===== config.mk =====
export PLATFORM = sky130hd
export DESIGN_NAME = fifo_burst_reader
export DESIGN_NICKNAME = d
export VERILOG_FILES = /design/src/rtl/fifo_pkg.sv /design/src/rtl/fifo_skid2.sv /design/src/rtl/fifo_burst_reader.sv
export SDC_FILE = /design/constraint.sdc
export NUM_CORES = 1
export LEC_CHECK = 0
export CAP_MARGIN = 20
export CORE_ASPECT_RATIO = 0.5
export CORE_MARGIN = 8
export CORE_UTILIZATION = 30
export CTS_CLUSTER_SIZE = 30
export DETAILED_ROUTE_END_ITERATION = 8
export PLACE_DENSITY = 0.51
export SLEW_MARGIN = 20
export SYNTH_ARGS = -nofsm -noshare
export SYNTH_HDL_FRONTEND = slang
export SYNTH_SLANG_ARGS = --single-unit

===== constraint.sdc =====
create_clock -name clk -period 4.8 [get_ports clk]
set_input_delay 1.2 -clock clk [delete_from_list [all_inputs] [get_ports clk]]
set_output_delay 1.2 -clock clk [all_outputs]
set_load 0.05 [all_outputs]

===== src/rtl/fifo_pkg.sv =====
// Shared definitions for the FIFO burst-read path: controller state encoding,
// FIFO read latency and skid buffer depth.
package fifo_pkg;

    typedef enum logic [1:0] {
        ST_IDLE  = 2'd0,
        ST_RUN   = 2'd1,
        ST_FLUSH = 2'd2,
        ST_ABORT = 2'd3
    } state_t;

    // fifo_syn q is registered: data appears one cycle after rd
    localparam int RD_LAT     = 1;
    // entries in the output skid buffer
    localparam int SKID_DEPTH = 2;

endpackage


===== src/rtl/fifo_skid2.sv =====
// Two-entry FIFO used as the output skid buffer of the burst reader.
// Push and pop may happen in the same cycle at any occupancy; clr empties it.
module fifo_skid2
    import fifo_pkg::*;
#(
    parameter int WIDTH = 8
) (
    input  logic             clk,
    input  logic             rst_n,
    input  logic             clr,
    input  logic             push,
    input  logic [WIDTH-1:0] push_data,
    input  logic             pop,
    output logic [WIDTH-1:0] head,
    output logic [1:0]       occ
);

    logic [WIDTH-1:0] r_mem [SKID_DEPTH];
    logic             r_wr_ptr;
    logic             r_rd_ptr;
    logic [1:0]       r_occ;

    // storage, pointers and occupancy; reset/clear also zero the entries so
    // the head reads as 0 while empty after a reset
    always_ff @(posedge clk) begin
        if (!rst_n || clr) begin
            for (int i = 0; i < SKID_DEPTH; i++) begin
                r_mem[i] <= '0;
            end
            r_wr_ptr <= 1'b0;
            r_rd_ptr <= 1'b0;
            r_occ    <= 2'd0;
        end else begin
            if (push) begin
                r_mem[r_wr_ptr] <= push_data;
                r_wr_ptr        <= ~r_wr_ptr;
            end
            if (pop) begin
                r_rd_ptr <= ~r_rd_ptr;
            end
            r_occ <= r_occ + {1'b0, push} - {1'b0, pop};
        end
    end

    assign head = r_mem[r_rd_ptr];
    assign occ  = r_occ;

endmodule


===== src/rtl/fifo_burst_reader.sv =====
// Read-side controller for fifo_syn: drains a commanded number of bytes and
// presents them on a valid/ready stream. A credit count over skid occupancy
// and the in-flight read keeps the skid buffer from overflowing while still
// sustaining one byte per cycle.
module fifo_burst_reader
    import fifo_pkg::*;
#(
    parameter int WIDTH = 8,
    parameter int LEN_W = 8
) (
    input  logic             clk,
    input  logic             rst_n,
    input  logic             start,
    input  logic [LEN_W-1:0] burst_len,
    input  logic             abort,
    input  logic             fifo_empty,
    input  logic [WIDTH-1:0] fifo_q,
    output logic             fifo_rd,
    output logic [WIDTH-1:0] m_data,
    output logic             m_valid,
    input  logic             m_ready,
    output logic             busy,
    output logic             done,
    output logic [LEN_W-1:0] rd_cnt
);

    state_t            r_state;
    state_t            w_state_nxt;
    logic [LEN_W-1:0]  r_remaining;
    logic [LEN_W-1:0]  r_rd_cnt;
    logic [RD_LAT-1:0] r_rd_pipe;
    logic              r_done_zero;

    logic              w_inflight;
    logic [1:0]        w_occ;
    logic [WIDTH-1:0]  w_head;
    logic              w_pop;
    logic              w_credit_ok;
    logic [2:0]        w_used;
    logic [2:0]        w_room;
    logic              w_fifo_rd;
    logic              w_load;
    logic              w_zero_start;
    logic              w_flush_done;
    logic              w_skid_clr;

    assign w_inflight = r_rd_pipe[RD_LAT-1];
    assign m_valid    = (w_occ != 2'd0) && (r_state != ST_ABORT);
    assign w_pop      = m_valid && m_ready;

    // credit > 0  <=>  occ + inflight < depth + (byte leaving this cycle)
    assign w_used      = {1'b0, w_occ} + {2'b0, w_inflight};
    assign w_room      = 3'(SKID_DEPTH) + {2'b0, w_pop};
    assign w_credit_ok = (w_used < w_room);

    assign w_fifo_rd    = (r_state == ST_RUN) && !fifo_empty && (r_remaining != '0)
                          && w_credit_ok && !abort;
    assign w_load       = (r_state == ST_IDLE) && start && (burst_len != '0);
    assign w_zero_start = (r_state == ST_IDLE) && start && (burst_len == '0);
    assign w_skid_clr   = (r_state == ST_ABORT) && !w_inflight;

    // next-state logic; FLUSH completes on acceptance of the final byte
    always_comb begin
        w_state_nxt  = r_state;
        w_flush_done = 1'b0;
        case (r_state)
            ST_IDLE: begin
                if (w_load) begin
                    w_state_nxt = ST_RUN;
                end
            end
            ST_RUN: begin
                if (abort) begin
                    w_state_nxt = ST_ABORT;
                end else if (w_fifo_rd && (r_remaining == LEN_W'(1))) begin
                    w_state_nxt = ST_FLUSH;
                end
            end
            ST_FLUSH: begin
                if (abort) begin
                    w_state_nxt = ST_ABORT;
                end else if (!w_inflight && (w_occ == 2'd1) && w_pop) begin
                    w_state_nxt  = ST_IDLE;
                    w_flush_done = 1'b1;
                end
            end
            ST_ABORT: begin
                if (!w_inflight) begin
                    w_state_nxt = ST_IDLE;
                end
            end
            default: w_state_nxt = ST_IDLE;
        endcase
    end

    // state register
    always_ff @(posedge clk) begin
        if (!rst_n) begin
            r_state <= ST_IDLE;
        end else begin
            r_state <= w_state_nxt;
        end
    end

    // burst counters, in-flight read tracking and zero-length done pulse
    always_ff @(posedge clk) begin
        if (!rst_n) begin
            r_remaining <= '0;
            r_rd_cnt    <= '0;
            r_rd_pipe   <= '0;
            r_done_zero <= 1'b0;
        end else begin
            r_rd_pipe   <= RD_LAT'({r_rd_pipe, w_fifo_rd});
            r_done_zero <= w_zero_start;
            if (w_load) begin
                r_remaining <= burst_len;
                r_rd_cnt    <= '0;
            end else if (w_fifo_rd) begin
                r_remaining <= r_remaining - LEN_W'(1);
                r_rd_cnt    <= r_rd_cnt + LEN_W'(1);
            end
        end
    end

    fifo_skid2 #(
        .WIDTH (WIDTH)
    ) u_skid (
        .clk       (clk),
        .rst_n     (rst_n),
        .clr       (w_skid_clr),
        .push      (w_inflight),
        .push_data (fifo_q),
        .pop       (w_pop),
        .head      (w_head),
        .occ       (w_occ)
    );

    assign fifo_rd = w_fifo_rd;
    assign m_data  = w_head;
    assign busy    = (r_state != ST_IDLE);
    assign done    = r_done_zero || w_flush_done;
    assign rd_cnt  = r_rd_cnt;

endmodule


== Word level (Yosys, flattened, before mapping) ==
Memories as Yosys holds them, arrays and structs flattened. A register that Yosys moved wholly into a read port is not among the register bits.
Cells that the tools add are included.
Word-level totals
  ROM bits: 0
  input bits: 22
  register bits: 24
  bits in latches: 0
  RAM bits: 16
  memories kept: 1
  word-level logic and storage cells: 80
  output and inout port bits: 20
Operators by class
  bitwise logic cells: 3
  shifts and indexed selects: 0
  multipliers: 0
  reduce and logical (&&, ||, !) cells: 29
  div/mod/pow operators: 0
  equality and inequality tests: 10
  add/subtract/negate cells: 6
  mux-type cells: 22
  $lt $le $gt $ge: 1
Memory list
  u_skid.r_mem: depth 2, bits a word 8, rd ports 1, clocked after memory_dff 1, write ports 2, line fifo_skid2.sv:18  | logic [WIDTH-1:0] r_mem [SKID_DEPTH];
Operators by type and width (count)
  8-bit two-way mux: 3
  8-bit nonzero test: 2
  1-bit logical AND: 13
  1-bit two-way mux: 12
  2-bit two-way mux: 6
  8-bit by 1-bit adder with 8-bit output, second input constant: 1
  8-bit by 1-bit equality test with 1-bit output, second input constant: 1
  8-bit logical NOT: 1
  2-bit case mux with 4 select lines: 1
  8-bit OR reduction: 1
  8-bit by 1-bit subtractor with 8-bit output, second input constant: 1
  2-bit != test, second input constant: 3
  2-bit nonzero test: 3
  2-bit by 1-bit equality test with 1-bit output, second input constant: 2
  2-bit equality test, second input constant: 2
  1-bit logical NOT: 4
  4-bit AND reduction: 1
  2-bit by 1-bit adder with 3-bit output: 1
  2-bit by 1-bit adder with 3-bit output, first input constant: 1
  3-bit < comparator: 1
  3-bit by 2-bit != test with 1-bit output, second input constant: 1
  3-bit != test, second input constant: 1
  1-bit NOT: 3
  2-bit by 1-bit adder with 2-bit output: 1
  4 further kinds: 5

== Depth between registers and ports, before layout ==
Gate-level depths: netlist of run 1.
  depth after elaboration: 11
  gate-level depth with buffers: 9
  gate-level depth less buffers: 8

== By module ==
From an unflattened synthesis of run 1, not the netlist that was laid out.
Second synthesis, totals
  cell total of the unflattened synthesis: 214
  area total of the unflattened synthesis: 2160.8 um^2
Modules (own cells, without submodules)
  fifo_burst_reader: seq. area each 400.4 um^2, cells each 148, area each 1231.2 um^2, instances 1
  fifo_skid2: seq. area each 580.6 um^2, cells each 66, area each 929.6 um^2, instances 1

== Worst setup path before layout of run 1 ==
No wires, ideal clock.
  path kind: input -> output
  start point: input abort
  end point: output fifo_rd
  arrival time: 2064 ps
  required time: 3600 ps
  setup slack: 1536 ps
  stages on the path: 4
  cell sequence: nor4_4 -> nand3_2 -> inv_2 -> buf_6
On the way
  word-level cells in the longest chain between the ends: 2
Ends and longest elaborated chain
  from (decl): line fifo_burst_reader.sv:15  | input logic abort,
  1-bit logical NOT: line fifo_burst_reader.sv:57  | && w_credit_ok && !abort;
  1-bit logical AND: line fifo_burst_reader.sv:57
  to (decl): line fifo_burst_reader.sv:18  | output logic fifo_rd,
Every way passes these cells.

== Worst setup path in the final report of run 1 ==
  start point: input abort
  end point: output done
On the way
  word-level cells in the longest chain between the ends: 3
Ends and longest elaborated chain
  1-bit two-way mux: line fifo_burst_reader.sv:80  | if (abort) begin
  1-bit two-way mux: line fifo_burst_reader.sv:66  | case (r_state)
  1-bit logical OR: line fifo_burst_reader.sv:141  | assign done = r_done_zero || w_flush_done;
  to (decl): line fifo_burst_reader.sv:23  | output logic done,
Every way passes these cells.

==> summary.txt, run 1 <==
STA
  • Fin crit share: 89.7%
  • Setup tns final: 0 ps
  • Worst hold margin: approximately 500 ps
  • Setup ws final: around 500 ps
  • Relative slew margins: between 60 and 70%
  • RSZ-0062 raised after global routing: false
  • Clk_skew: between 5 and 6 ps
  • Fmax: roughly 230 MHz
  • Worst slew pin tran: 570 ps
  • Post-route minimum period: 4300 ps
  • Hold Fails Final Rpt: 0
  • Final Setup Violations: 0
  • Final Max Slew Viols: 0

Yosys
  • Post-synthesis register bit count: between 40 and 50
  • YS warnings: 0
  • Syn_nets: between 200 and 250
  • Compound-cell area share of the yosys netlist: roughly 11%
  • Post-synthesis mux area share: between 5 and 6%
  • Post-synth EDFFs: 16
  • Largest family of logic cells by synthesized area: simple AND/OR/NAND/NOR gates
  • Synth cell types: between 40 and 50
  • Post-synthesis sequential area ratio: a little under half
  • Average size of a mapped cell: about 10 sq um
  • Synth Area in XOR/XNOR: under 10%
  • Synth Area in Adders: 4.72%
  • Post-synthesis simple-gate area fraction: 22.7%
  • Synthesized cell area: 2120 sq um
  • Most used DFF post-synth: dfxtp_1
  • Cells after synthesis: roughly 200
  • Async SR Flop Fraction: 0%

Final layout
  • Ant. Diodes: 0
  • Commonest non-fill, non-tap cell in the layout: clkdlybuf4s50_1
  • Final std cells w/o fill: around 340
  • Syn-to-layout area delta: 30.2%
  • Share of layout cells above drive strength 1: between 10 and 15%
  • Commonest non-fill, non-tap cells in the layout: clkdlybuf4s50_1 (40), dfxtp_1 (25), and2_1 (18)
  • Final net count: roughly 270

Floorplan
  • Row count: 21
  • Die area: 10,200 sq um
  • Initial Util: approximately a third
  • Die Wd: between 100 and 150 microns
  • Chip height: around 75 microns
  • Core area: around 6800 sq um
  • I/O pin count: between 40 and 50

Worst setup path
  • Max FO, Critical Path: 4
  • CP Launch Type: input port
  • Crit path DAT: slightly above 3000 ps
  • Crit Path Class: input port to output pin
  • R2R setup slack: around 2600 ps
  • Req. time, crit path: ~3600 ps
  • Setup crit end kind: output pin

Placed design
  • Routability cong.: approximately 0.8
  • Post-place setup slack: between 400 and 500 ps
  • PortBufs: between 40 and 50
  • Placed Cells: 329
  • DP HPWL: between 3 and 4 mm

Global routing
  • Vias in the first global route: between 1,500 and 2,000
  • Antenna violations before repair: 0
  • Total GRT Usage: 9.87%
  • First-pass GRT wire length: between 7 and 8 mm
  • GRT overflow: 0
  • Largest net degree at the start of global routing: 15

Clock tree
  • CTS tree: done
  • Clock transition at path regs: 60 ps
  • Number of hold buffers added after cts: 0
  • CTS sink cnt: 41
  • H-tree depth: 2
  • Root Buffer: clkbuf_16
  • Postcts setup bufs: 0
  • Max Root-Sink Buffers: 2
  • Number of CTS-inserted buffers: 5
  • Worst skew pair latency: roughly 290 ps
  • PostCTS Resize Cnt: 0

Drt
  • WL per Instance: 13.9 microns
  • ANT nets after route: 0
  • Drt total wl: around 4.7 mm
  • Drt via density: roughly 4.6
  • Drt pass-1 iters: 4
  • Drc violations: 0
  • Vias: 1,552
  • Initial DRC Count: 85

Run
  • Total of max-cap violations: 0

Pwr
  • Pwr per Cell Area: around 390 nW/um^2
  • Max VDD drop: approximately 0.00013 V
  • LEAKAGE: just over 1 nW

Worst hold path
  • Tightest Hold Check Type: flip-flop to flip-flop

Status
  • Status: finished clean
-- final timing paths --
path / startpoint / endpoint / cells after the start
hold reg to reg: rd_cnt[6]$_SDFFE_PP0P_ / rd_cnt[6]$_SDFFE_PP0P_ / 2
setup / recovery: abort / done / 4
hold / removal: rd_cnt[6]$_SDFFE_PP0P_ / rd_cnt[6]$_SDFFE_PP0P_ / 2
setup reg to reg: r_rd_pipe$_SDFF_PN0_ / r_remaining[1]$_SDFFE_PN0P_ / 7
-- registers in the layout, indices dropped and copies added (netlist names), named ones only --
register	count
r_done_zero	1
u_skid.occ	2
u_skid.r_wr_ptr	1
rd_cnt	8
u_skid.r_rd_ptr	1
r_remaining	8
r_state	2
r_rd_pipe	1
u_skid.r_mem	16
-- cells by family (layout without fill, tap and decap cells) --
family / count (synthesis) / after routing
flops: 41 / 41
buf+inv: 18 / 60
fa+ha+maj: 8 / 8
mux: 10 / 10
compound gates: 35 / 35
xor+xnor: 13 / 13
simple gates: 78 / 78
-- layout make-up --
| class | count | area [sq um] |
|---|---|---|
| Clock buffer | 5 | 125 |
| Clock inverter | 3 | 41.3 |
| Fill cell | 661 | 3990 |
| Inverter | 11 | 41.3 |
| Multi-Input combinational cell | 144 | 1050 |
| Sequential cell | 41 | 981 |
| Tap cell | 92 | 115 |
| Timing Repair Buffer | 41 | 408 |
-- critical path, cell delays in order --
cell,delay [ps]
clkdlybuf4s50_1,490
nor4_1,410
a31o_2,210
clkdlybuf4s50_1,790
-- report_power, final --
part | total (mW) | internal (mW) | switching [mW]
sequential | 0.421 | 0.390 | 0.0318
combinational | 0.270 | 0.115 | 0.155
clock | 0.380 | 0.243 | 0.137
total | 1.07 | 0.748 | 0.323
-- cell usage after synthesis, types with 3 or more instances --
| cell | number | area [sq um] |
|---|---|---|
| dfxtp_1 | 25 | 500 |
| xnor2_1 | 5 | 43.8 |
| ha_1 | 8 | 100 |
| xor2_1 | 8 | 70.1 |
| o21ai_0 | 5 | 25.0 |
| mux2_2 | 9 | 101 |
| nand2_1 | 12 | 45.0 |
| inv_1 | 10 | 37.5 |
| and2_1 | 18 | 113 |
| o21a_1 | 4 | 30.0 |
| clkbuf_1 | 3 | 11.3 |
| nand4_1 | 7 | 43.8 |
| edfxtp_1 | 16 | 480 |
| o21ai_1 | 5 | 25.0 |
| a21oi_1 | 8 | 40.0 |
| nor2_1 | 12 | 45.0 |
| and3_1 | 6 | 37.5 |
-- routing by layer --
layer	GRT usage, %	wire length, microns	up-vias
met3	2.83	195	7
met5	0	0	-
li1	-	-	804
met2	15.6	2110	35
met1	12.0	2280	706
met4	5.92	104	0
-- through the flow --
stage | power (mW) | area [sq um] | util (%)
floorplan | 0.624 | 2120 | -
finish | 1.07 | 2760 | 40.9
global route | 1.13 | 2760 | 40.9
global placement | 0.700 | 2590 | 38.4
CTS | 1.09 | 2760 | 40.9
detailed placement | 0.702 | 2590 | 38.4
No activity file was read; power rests on OpenSTA's default activity.
==> run 2: changes to the inputs <==
- ABC_AREA: default -> 1
- ABC_CLOCK_PERIOD_IN_PS: default -> 4800
- SETUP_SLACK_MARGIN: default -> 0.02
==> run 2 against run 1 <==
Compared with the run above: sequential share of layout area is 0.49 points lower; clock-buffer cell count unchanged; routed wire length is 3.0% higher; power is 31% higher; critical endpoint is now fifo_rd; combinational power grew 120%; die area grew 0.89%; design area rose by 1.4%; global-route usage fell by 0.12 points; register-to-register slack improved by 280 ps; highest routed layer unchanged.
==> summary.txt, run 2 <==
Yosys
  • Synth cell types: 26 (was 49)
  • Most used DFF post-synth: dfxtp_1 (unchanged)
  • Synth Area in XOR/XNOR: 2.45% (was 5.37%)
  • Largest family of logic cells by synthesized area: simple AND/OR/NAND/NOR gates (unchanged)
  • Post-synthesis simple-gate area fraction: 27.3% (was 22.7%)
  • Post-synthesis register bit count: 41 (unchanged)
  • Synth Area in Adders: 4.67% (was 4.72%)
  • Post-synthesis sequential area ratio: 45.8% (was 46.3%)
  • Synthesized cell area: 2140 sq um (was 2120 sq um)
  • Cells after synthesis: 272 (was 203)
  • YS warnings: 0 (unchanged)
  • Yosys top cell area share: 23.4% (was 23.6%)
  • Synth top area cells: dfxtp_1 (23%), edfxtp_1 (22%), nor2_1 (9.6%) (was dfxtp_1 (24%), edfxtp_1 (23%), and2_1 (5.3%))
  • Post-synth top area cell: dfxtp_1 (unchanged)
  • Post-synth EDFFs: 16 (unchanged)
  • Syn_nets: 302 (was 233)
  • Count leader, synth: nor2_1 (was dfxtp_1)
  • Async SR Flop Fraction: 0% (unchanged)
  • Average size of a mapped cell: 7.88 sq um (was 10.4 sq um)
  • Commonest cells post-synth: nor2_1 (55), nand2_1 (49), inv_1 (34), dfxtp_1 (25), edfxtp_1 (16) (was dfxtp_1 (25), and2_1 (18), edfxtp_1 (16), nand2_1 (12), nor2_1 (12))
  • Compound-cell area share of the yosys netlist: 8.41% (was 11.5%)
  • Post-synthesis mux area share: 4.21% (was 5.25%)

Final layout
  • Share of layout cells above drive strength 1: 8.78% (was 12.7%)
  • Max reg flops: 16 (unchanged)
  • Final net count: 348 (was 274)
  • Syn-to-layout area delta: 30.7% (was 30.2%)
  • Commonest non-fill, non-tap cells in the layout: nor2_1 (55), nand2_1 (49), clkdlybuf4s50_1 (41) (was clkdlybuf4s50_1 (40), dfxtp_1 (25), and2_1 (18))
  • Final std cells w/o fill: 411 (was 337)
  • Ant. Diodes: 0 (unchanged)
  • Layout Utilization: 41.1% (was 40.9%)
  • Most flops, register: u_skid.r_mem (unchanged)
  • Commonest non-fill, non-tap cell in the layout: nor2_1 (was clkdlybuf4s50_1)

STA
  • Hold Fails Final Rpt: 0 (unchanged)
  • Setup tns final: 0 ps (unchanged)
  • Worst slew pin tran: 517 ps (was 570 ps)
  • Fin crit share: 88.9% (was 89.7%)
  • Clk_skew: 2.19 ps (was 5.54 ps)
  • RSZ-0062 raised after global routing: false (unchanged)
  • Relative slew margins: 65.2% (was 61.8%)
  • Fmax: 234 MHz (was 232 MHz)
  • Final Max Slew Viols: 0 (unchanged)
  • Final Setup Violations: 0 (unchanged)
  • Post-route minimum period: 4270 ps (was 4300 ps)

Clock tree
  • CTS sink cnt: 41 (unchanged)
  • Root Buffer: clkbuf_16 (unchanged)
  • Postcts setup bufs: 0 (unchanged)
  • Clock transition at path regs: 60 ps (about the same)
  • Worst skew pair latency: 280 ps (was 290 ps)
  • Max Root-Sink Buffers: 2 (unchanged)
  • Number of CTS-inserted buffers: 5 (unchanged)
  • Number of hold buffers added after cts: 0 (unchanged)
  • PostCTS Resize Cnt: 0 (unchanged)
  • CTS tree: done (unchanged)
  • H-tree depth: 2 (unchanged)

Floorplan
  • I/O pin count: 42 (unchanged)
  • Core area: 6810 sq um (was 6750 sq um)
  • Initial Util: 31.5% (was 31.4%)
  • Die area: 10,300 sq um (was 10,200 sq um)
  • Die Wd: 136 microns (was 135 microns)
  • Row count: 21 (unchanged)
  • Chip height: 75.8 microns (was 75.4 microns)

Worst setup path
  • Slowest CP cell: clkdlybuf4s50_1 (unchanged)
  • Max FO, Critical Path: 10 (was 4)
  • CP startpoint: abort (unchanged)
  • Cells along the critical path: clkdlybuf4s50_1, nor2_2, nand2_1, nor2_2, nand2_2, inv_2, clkdlybuf4s50_1 (was clkdlybuf4s50_1, nor4_1, a31o_2, clkdlybuf4s50_1)
  • Critical path's top delay family: buffers and inverters (unchanged)
  • Reg2Reg Launch Point: r_rd_pipe$_SDFF_PN0_ (unchanged)
  • Crit Path Class: input port to output pin (unchanged)
  • CP Launch Type: input port (unchanged)
  • CP peak stage delay: 830 ps (was 790 ps)
  • Setup crit end kind: output pin (unchanged)
  • Req. time, crit path: 3600 ps (about the same)
  • Worst Path Buf+Inv: 3 (was 2)
  • Crit path DAT: 3070 ps (was 3100 ps)

Placed design
  • DP HPWL: 3.71 mm (was 3.46 mm)
  • Placed Cells: 403 (was 329)
  • Routability cong.: 0.862 (was 0.795)
  • PortBufs: 41 (unchanged)

Worst hold path
  • Hold_sp: rd_cnt[5]$_SDFFE_PP0P_ (was rd_cnt[6]$_SDFFE_PP0P_)
  • Tightest Hold Check Type: flip-flop to flip-flop (unchanged)

Drt
  • WL per Instance: 11.8 microns (was 13.9 microns)
  • Drc violations: 0 (unchanged)
  • Drt total wl: 4.83 mm (was 4.69 mm)
  • Drt via density: 4.46 (was 4.61)
  • Vias: 1,834 (was 1,552)
  • Drt pass-1 iters: 4 (unchanged)
  • Initial DRC Count: 89 (was 85)
  • ANT nets after route: 0 (unchanged)

Status
  • Status: finished clean (unchanged)

Pwr
  • LEAKAGE: 1.16 nW (was 1.03 nW)
  • Max VDD drop: 0.000166 V (was 0.000130 V)
  • Pwr per Cell Area: 501 nW/um^2 (was 388 nW/um^2)

Global routing
  • Total GRT Usage: 9.75% (was 9.87%)
  • Antenna violations before repair: 0 (unchanged)
  • GRT overflow: 0 (unchanged)
  • Largest net degree at the start of global routing: 14 (was 15)
  • Vias in the first global route: 1,794 (was 1,558)
  • First-pass GRT wire length: 7.95 mm (was 7.73 mm)

Run
  • Total of max-cap violations: 0 (unchanged)
[run 2: cell types whose count changed in the layout (fill, tap and decap cells not counted), sizes merged, moves of 4 or more]
cell,change
nand4,-4
nand3,+11
xor2,-6
nor2,+49
and3,-6
nand2,+39
a21oi,+7
and2,-18
inv,+25
[run 2: final cells by class]
type                    count  area, sq um
clock buffers               5          125
clock inverters             3         17.5
fillers                   699         4010
inverters                  36          135
multi-input cells         192         1010
flip-flops and latches     41          981
well taps                  92          115
repair buffers             42          418
[run 2: power breakdown]
part	switching [mW]	total, mW	internal (mW)
Clock	0.135	0.326	0.191
Combinational	0.374	0.599	0.225
Sequential	0.0548	0.477	0.422
Total	0.564	1.40	0.837
[run 2: kinds of logic (layout without fill, tap and decap cells)]
kind of cell,Yosys count,count (layout)
buffers and inverters,39,86
AND/OR/NAND/NOR,137,137
adder cells (fa/ha/maj),8,8
multiplexers,8,8
flip-flops,41,41
AO/OA/AOI/OAI,33,33
XOR/XNOR,6,6
[run 2: worst paths after layout]
check | to | slack, ps | cells past startpoint
worst min-delay path | rd_cnt[5]$_SDFFE_PP0P_ | 490 | 2
worst max-delay path | fifo_rd | 530 | 7
worst max register to register | r_remaining[3]$_SDFFE_PN0P_ | 2920 | 11
worst min register to register | rd_cnt[5]$_SDFFE_PP0P_ | 490 | 2
[run 2: worst reg2reg max path, delay by kind of cell, from the launching register on]
family / cells / cell delay (ps)
DFF: 1 / 360
adders and majority gates: 2 / 400
and+or+nand+nor: 7 / 690
buffers and inverters: 2 / 320
[run 2: layer usage]
metal	GRT usage, %	vias up	routed length (microns)
li1	-	970	-
met1	11.1	832	2270
met2	17.6	27	2320
met3	3.03	5	197
met4	2.93	0	48
met5	0	-	0
[run 2: per-stage QoR]
stage	hold WS, ps	instance area (sq um)	power (mW)	setup WS, ps
global route	535	2800	1.50	417
finish	492	2800	1.40	532
floorplan	470	2140	0.925	1770
detailed placement	479	2660	1.08	521
CTS	490	2800	1.41	513
global placement	477	2660	1.09	542
==> run 3: changes to the inputs <==
- CELL_PAD_IN_SITES_DETAIL_PLACEMENT: default -> 2
- CELL_PAD_IN_SITES_GLOBAL_PLACEMENT: default -> 2
- PLACE_DENSITY: 0.51 -> 0.8
==> run 3 against run 2 <==
Compared with the run above: clock skew increased by 2.4 ps; clock-buffer cell count unchanged; routed wire length increased by 27%; utilization increased by 0.35 points; sequential share of layout area decreased by 0.30 points; global-route usage increased by 3.1 points; setup slack got worse by 0.59 ps; worst hold slack got worse by 5.5 ps; largest cell class unchanged; register-to-register slack got worse by 130 ps; flip-flop and latch count unchanged; largest power group unchanged; first-iteration DRC count decreased by 21%.
==> summary.txt, run 3 (synthesis results as in run 2) <==
Drt
  • Initial DRC Count: 70 (was 89)
  • Metal3 WL: 201 microns (was 197 microns)
  • Drt pass-1 iters: 4 (unchanged)
  • Drt via density: 4.68 (was 4.46)
  • Vias: 1,925 (was 1,834)
  • DR top layer: met4 (unchanged)
  • Metal1 wirelength: 2.84 mm (was 2.27 mm)
  • Met2 wire length: 3.03 mm (was 2.32 mm)
  • Drt total wl: 6.16 mm (was 4.83 mm)
  • Drc violations: 0 (unchanged)
  • WL per Instance: 15.0 microns (was 11.8 microns)
  • ANT nets after route: 0 (unchanged)

Worst setup path
  • Worst Path Buf+Inv: 3 (unchanged)
  • Worst R2R End: u_skid.r_mem[0][5]$_SDFFCE_PN0P_ (was r_remaining[3]$_SDFFE_PN0P_)
  • Req. time, crit path: 3600 ps (about the same)
  • CP Launch Type: input port (unchanged)
  • Max FO, Critical Path: 10 (unchanged)
  • R2R setup slack: 2790 ps (was 2920 ps)
  • Setup crit end kind: output pin (unchanged)
  • Reg2reg path depth: 4 (was 11)
  • CP peak stage delay: 830 ps (about the same)
  • Critical path's top delay family: buffers and inverters (unchanged)
  • Crit path DAT: 3070 ps (about the same)
  • Crit Path Class: input port to output pin (unchanged)
  • Reg2Reg Launch Point: r_state[0]$_SDFFE_PN0P_ (was r_rd_pipe$_SDFF_PN0_)
  • Slowest CP cell: clkdlybuf4s50_1 (unchanged)
  • Cells along the critical path: clkdlybuf4s50_1, nor2_2, nand2_1, nor2_2, nand2_2, inv_2, clkdlybuf4s50_1 (unchanged)

Final layout
  • Final net count: 348 (unchanged)
  • Layout Utilization: 41.5% (was 41.1%)
  • Max reg flops: 16 (unchanged)
  • Syn-to-layout area delta: 31.8% (was 30.7%)
  • Ant. Diodes: 0 (unchanged)
  • Most flops, register: u_skid.r_mem (unchanged)
  • Share of layout cells above drive strength 1: 8.46% (was 8.78%)
  • Filler instances: 786 (was 699)
  • Commonest non-fill, non-tap cell in the layout: nor2_1 (unchanged)
  • Commonest non-fill, non-tap cells in the layout: nor2_1 (55), nand2_1 (49), clkdlybuf4s50_1 (41) (unchanged)

Global routing
  • Largest net degree at the start of global routing: 14 (unchanged)
  • Antenna violations before repair: 0 (unchanged)
  • First-pass GRT wire length: 10.2 mm (was 7.95 mm)
  • Vias in the first global route: 2,090 (was 1,794)
  • Total GRT Usage: 12.9% (was 9.75%)
  • GRT overflow: 0 (unchanged)

Clock tree
  • Number of hold buffers added after cts: 0 (unchanged)
  • Number of CTS-inserted buffers: 5 (unchanged)
  • CTS sink cnt: 41 (unchanged)
  • Postcts setup bufs: 0 (unchanged)
  • Clock transition at path regs: 60 ps (about the same)
  • CTS tree: done (unchanged)
  • Worst skew pair latency: 290 ps (was 280 ps)
  • PostCTS Resize Cnt: 0 (unchanged)
  • Max Root-Sink Buffers: 2 (unchanged)
  • Root Buffer: clkbuf_16 (unchanged)
  • H-tree depth: 2 (unchanged)

STA
  • Hold Fails Final Rpt: 0 (unchanged)
  • Final Max Slew Viols: 0 (unchanged)
  • Relative slew margins: 61.1% (was 65.2%)
  • Worst slew pin tran: 578 ps (was 517 ps)
  • Fin crit share: 88.9% (about the same)
  • Fmax: 234 MHz (about the same)
  • Clk_skew: 4.63 ps (was 2.19 ps)
  • Final Setup Violations: 0 (unchanged)
  • Post-route minimum period: 4270 ps (about the same)
  • RSZ-0062 raised after global routing: false (unchanged)
  • Setup tns final: 0 ps (unchanged)

Placed design
  • Routability cong.: 0.738 (was 0.862)
  • DP HPWL: 4.85 mm (was 3.71 mm)
  • PortBufs: 41 (unchanged)

Floorplan
  • Row count: 21 (unchanged)
  • I/O pin count: 42 (unchanged)
  • Initial Util: 31.5% (unchanged)
  • Chip height: 75.8 microns (unchanged)
  • Die area: 10,300 sq um (unchanged)
  • Core area: 6810 sq um (unchanged)
  • Die Wd: 136 microns (unchanged)

Pwr
  • Max VDD drop: 0.000152 V (was 0.000166 V)
  • LEAKAGE: 1.16 nW (about the same)
  • Pwr per Cell Area: 528 nW/um^2 (was 501 nW/um^2)

Worst hold path
  • Min-Delay Endpoint: rd_cnt[5]$_SDFFE_PP0P_ (unchanged)
  • Hold_sp: rd_cnt[5]$_SDFFE_PP0P_ (unchanged)
  • Hold path depth: 2 (unchanged)
  • Tightest Hold Check Type: flip-flop to flip-flop (unchanged)

Run
  • Total of max-cap violations: 0 (unchanged)

Status
  • Status: finished clean (unchanged)
[run 3: layout make-up]
type | count | area (sq um) | share of cell area (%)
timing repair buffer | 42 | 418 | 14.8
clock buffer | 5 | 125 | 4.43
clock inverter | 3 | 41.3 | 1.46
tap | 92 | 115 | 4.08
multi-input combinational | 192 | 1010 | 35.7
sequential | 41 | 981 | 34.8
inverter | 36 | 135 | 4.79
[run 3: worst min-delay path, delay by kind of cell (launching register included)]
family	cells	cell delay, ps
DFF	1	330
buffers and inverters	1	60
AOI/OAI and AO/OA	1	50
[run 3: worst max path at each step]
stage	startpoint	end	depth (start not counted)
after detailed placement	abort	fifo_rd	7
after global routing	abort	fifo_rd	7
after global placement	abort	fifo_rd	7
after CTS	abort	fifo_rd	7
after floorplan	abort	fifo_rd	5
final	abort	fifo_rd	7
[run 3: where the power goes]
| group | internal, mW | switching (mW) |
|---|---|---|
| logic | 0.226 | 0.399 |
| registers | 0.422 | 0.0598 |
| clock network | 0.243 | 0.140 |
| total | 0.891 | 0.599 |
[run 3: metal layers]
layer | vias to the layer above | GRT usage (%)
met1 | 924 | 14.5
met3 | 8 | 3.03
met4 | 0 | 5.12
met5 | - | 0
met2 | 23 | 23.5
li1 | 970 | -
[run 3: stage by stage]
stage | setup WS [ps] | total power, mW | hold slack, ps | std cells | instance area, sq um
global placement | 538 | 1.09 | 475 | 403 | 2660
finish | 532 | 1.49 | 486 | 411 | 2820
detailed placement | 509 | 1.12 | 477 | 403 | 2660
global route | 408 | 1.59 | 537 | 411 | 2820
floorplan | 1770 | 0.925 | 470 | 272 | 2140
CTS | 504 | 1.51 | 487 | 411 | 2820
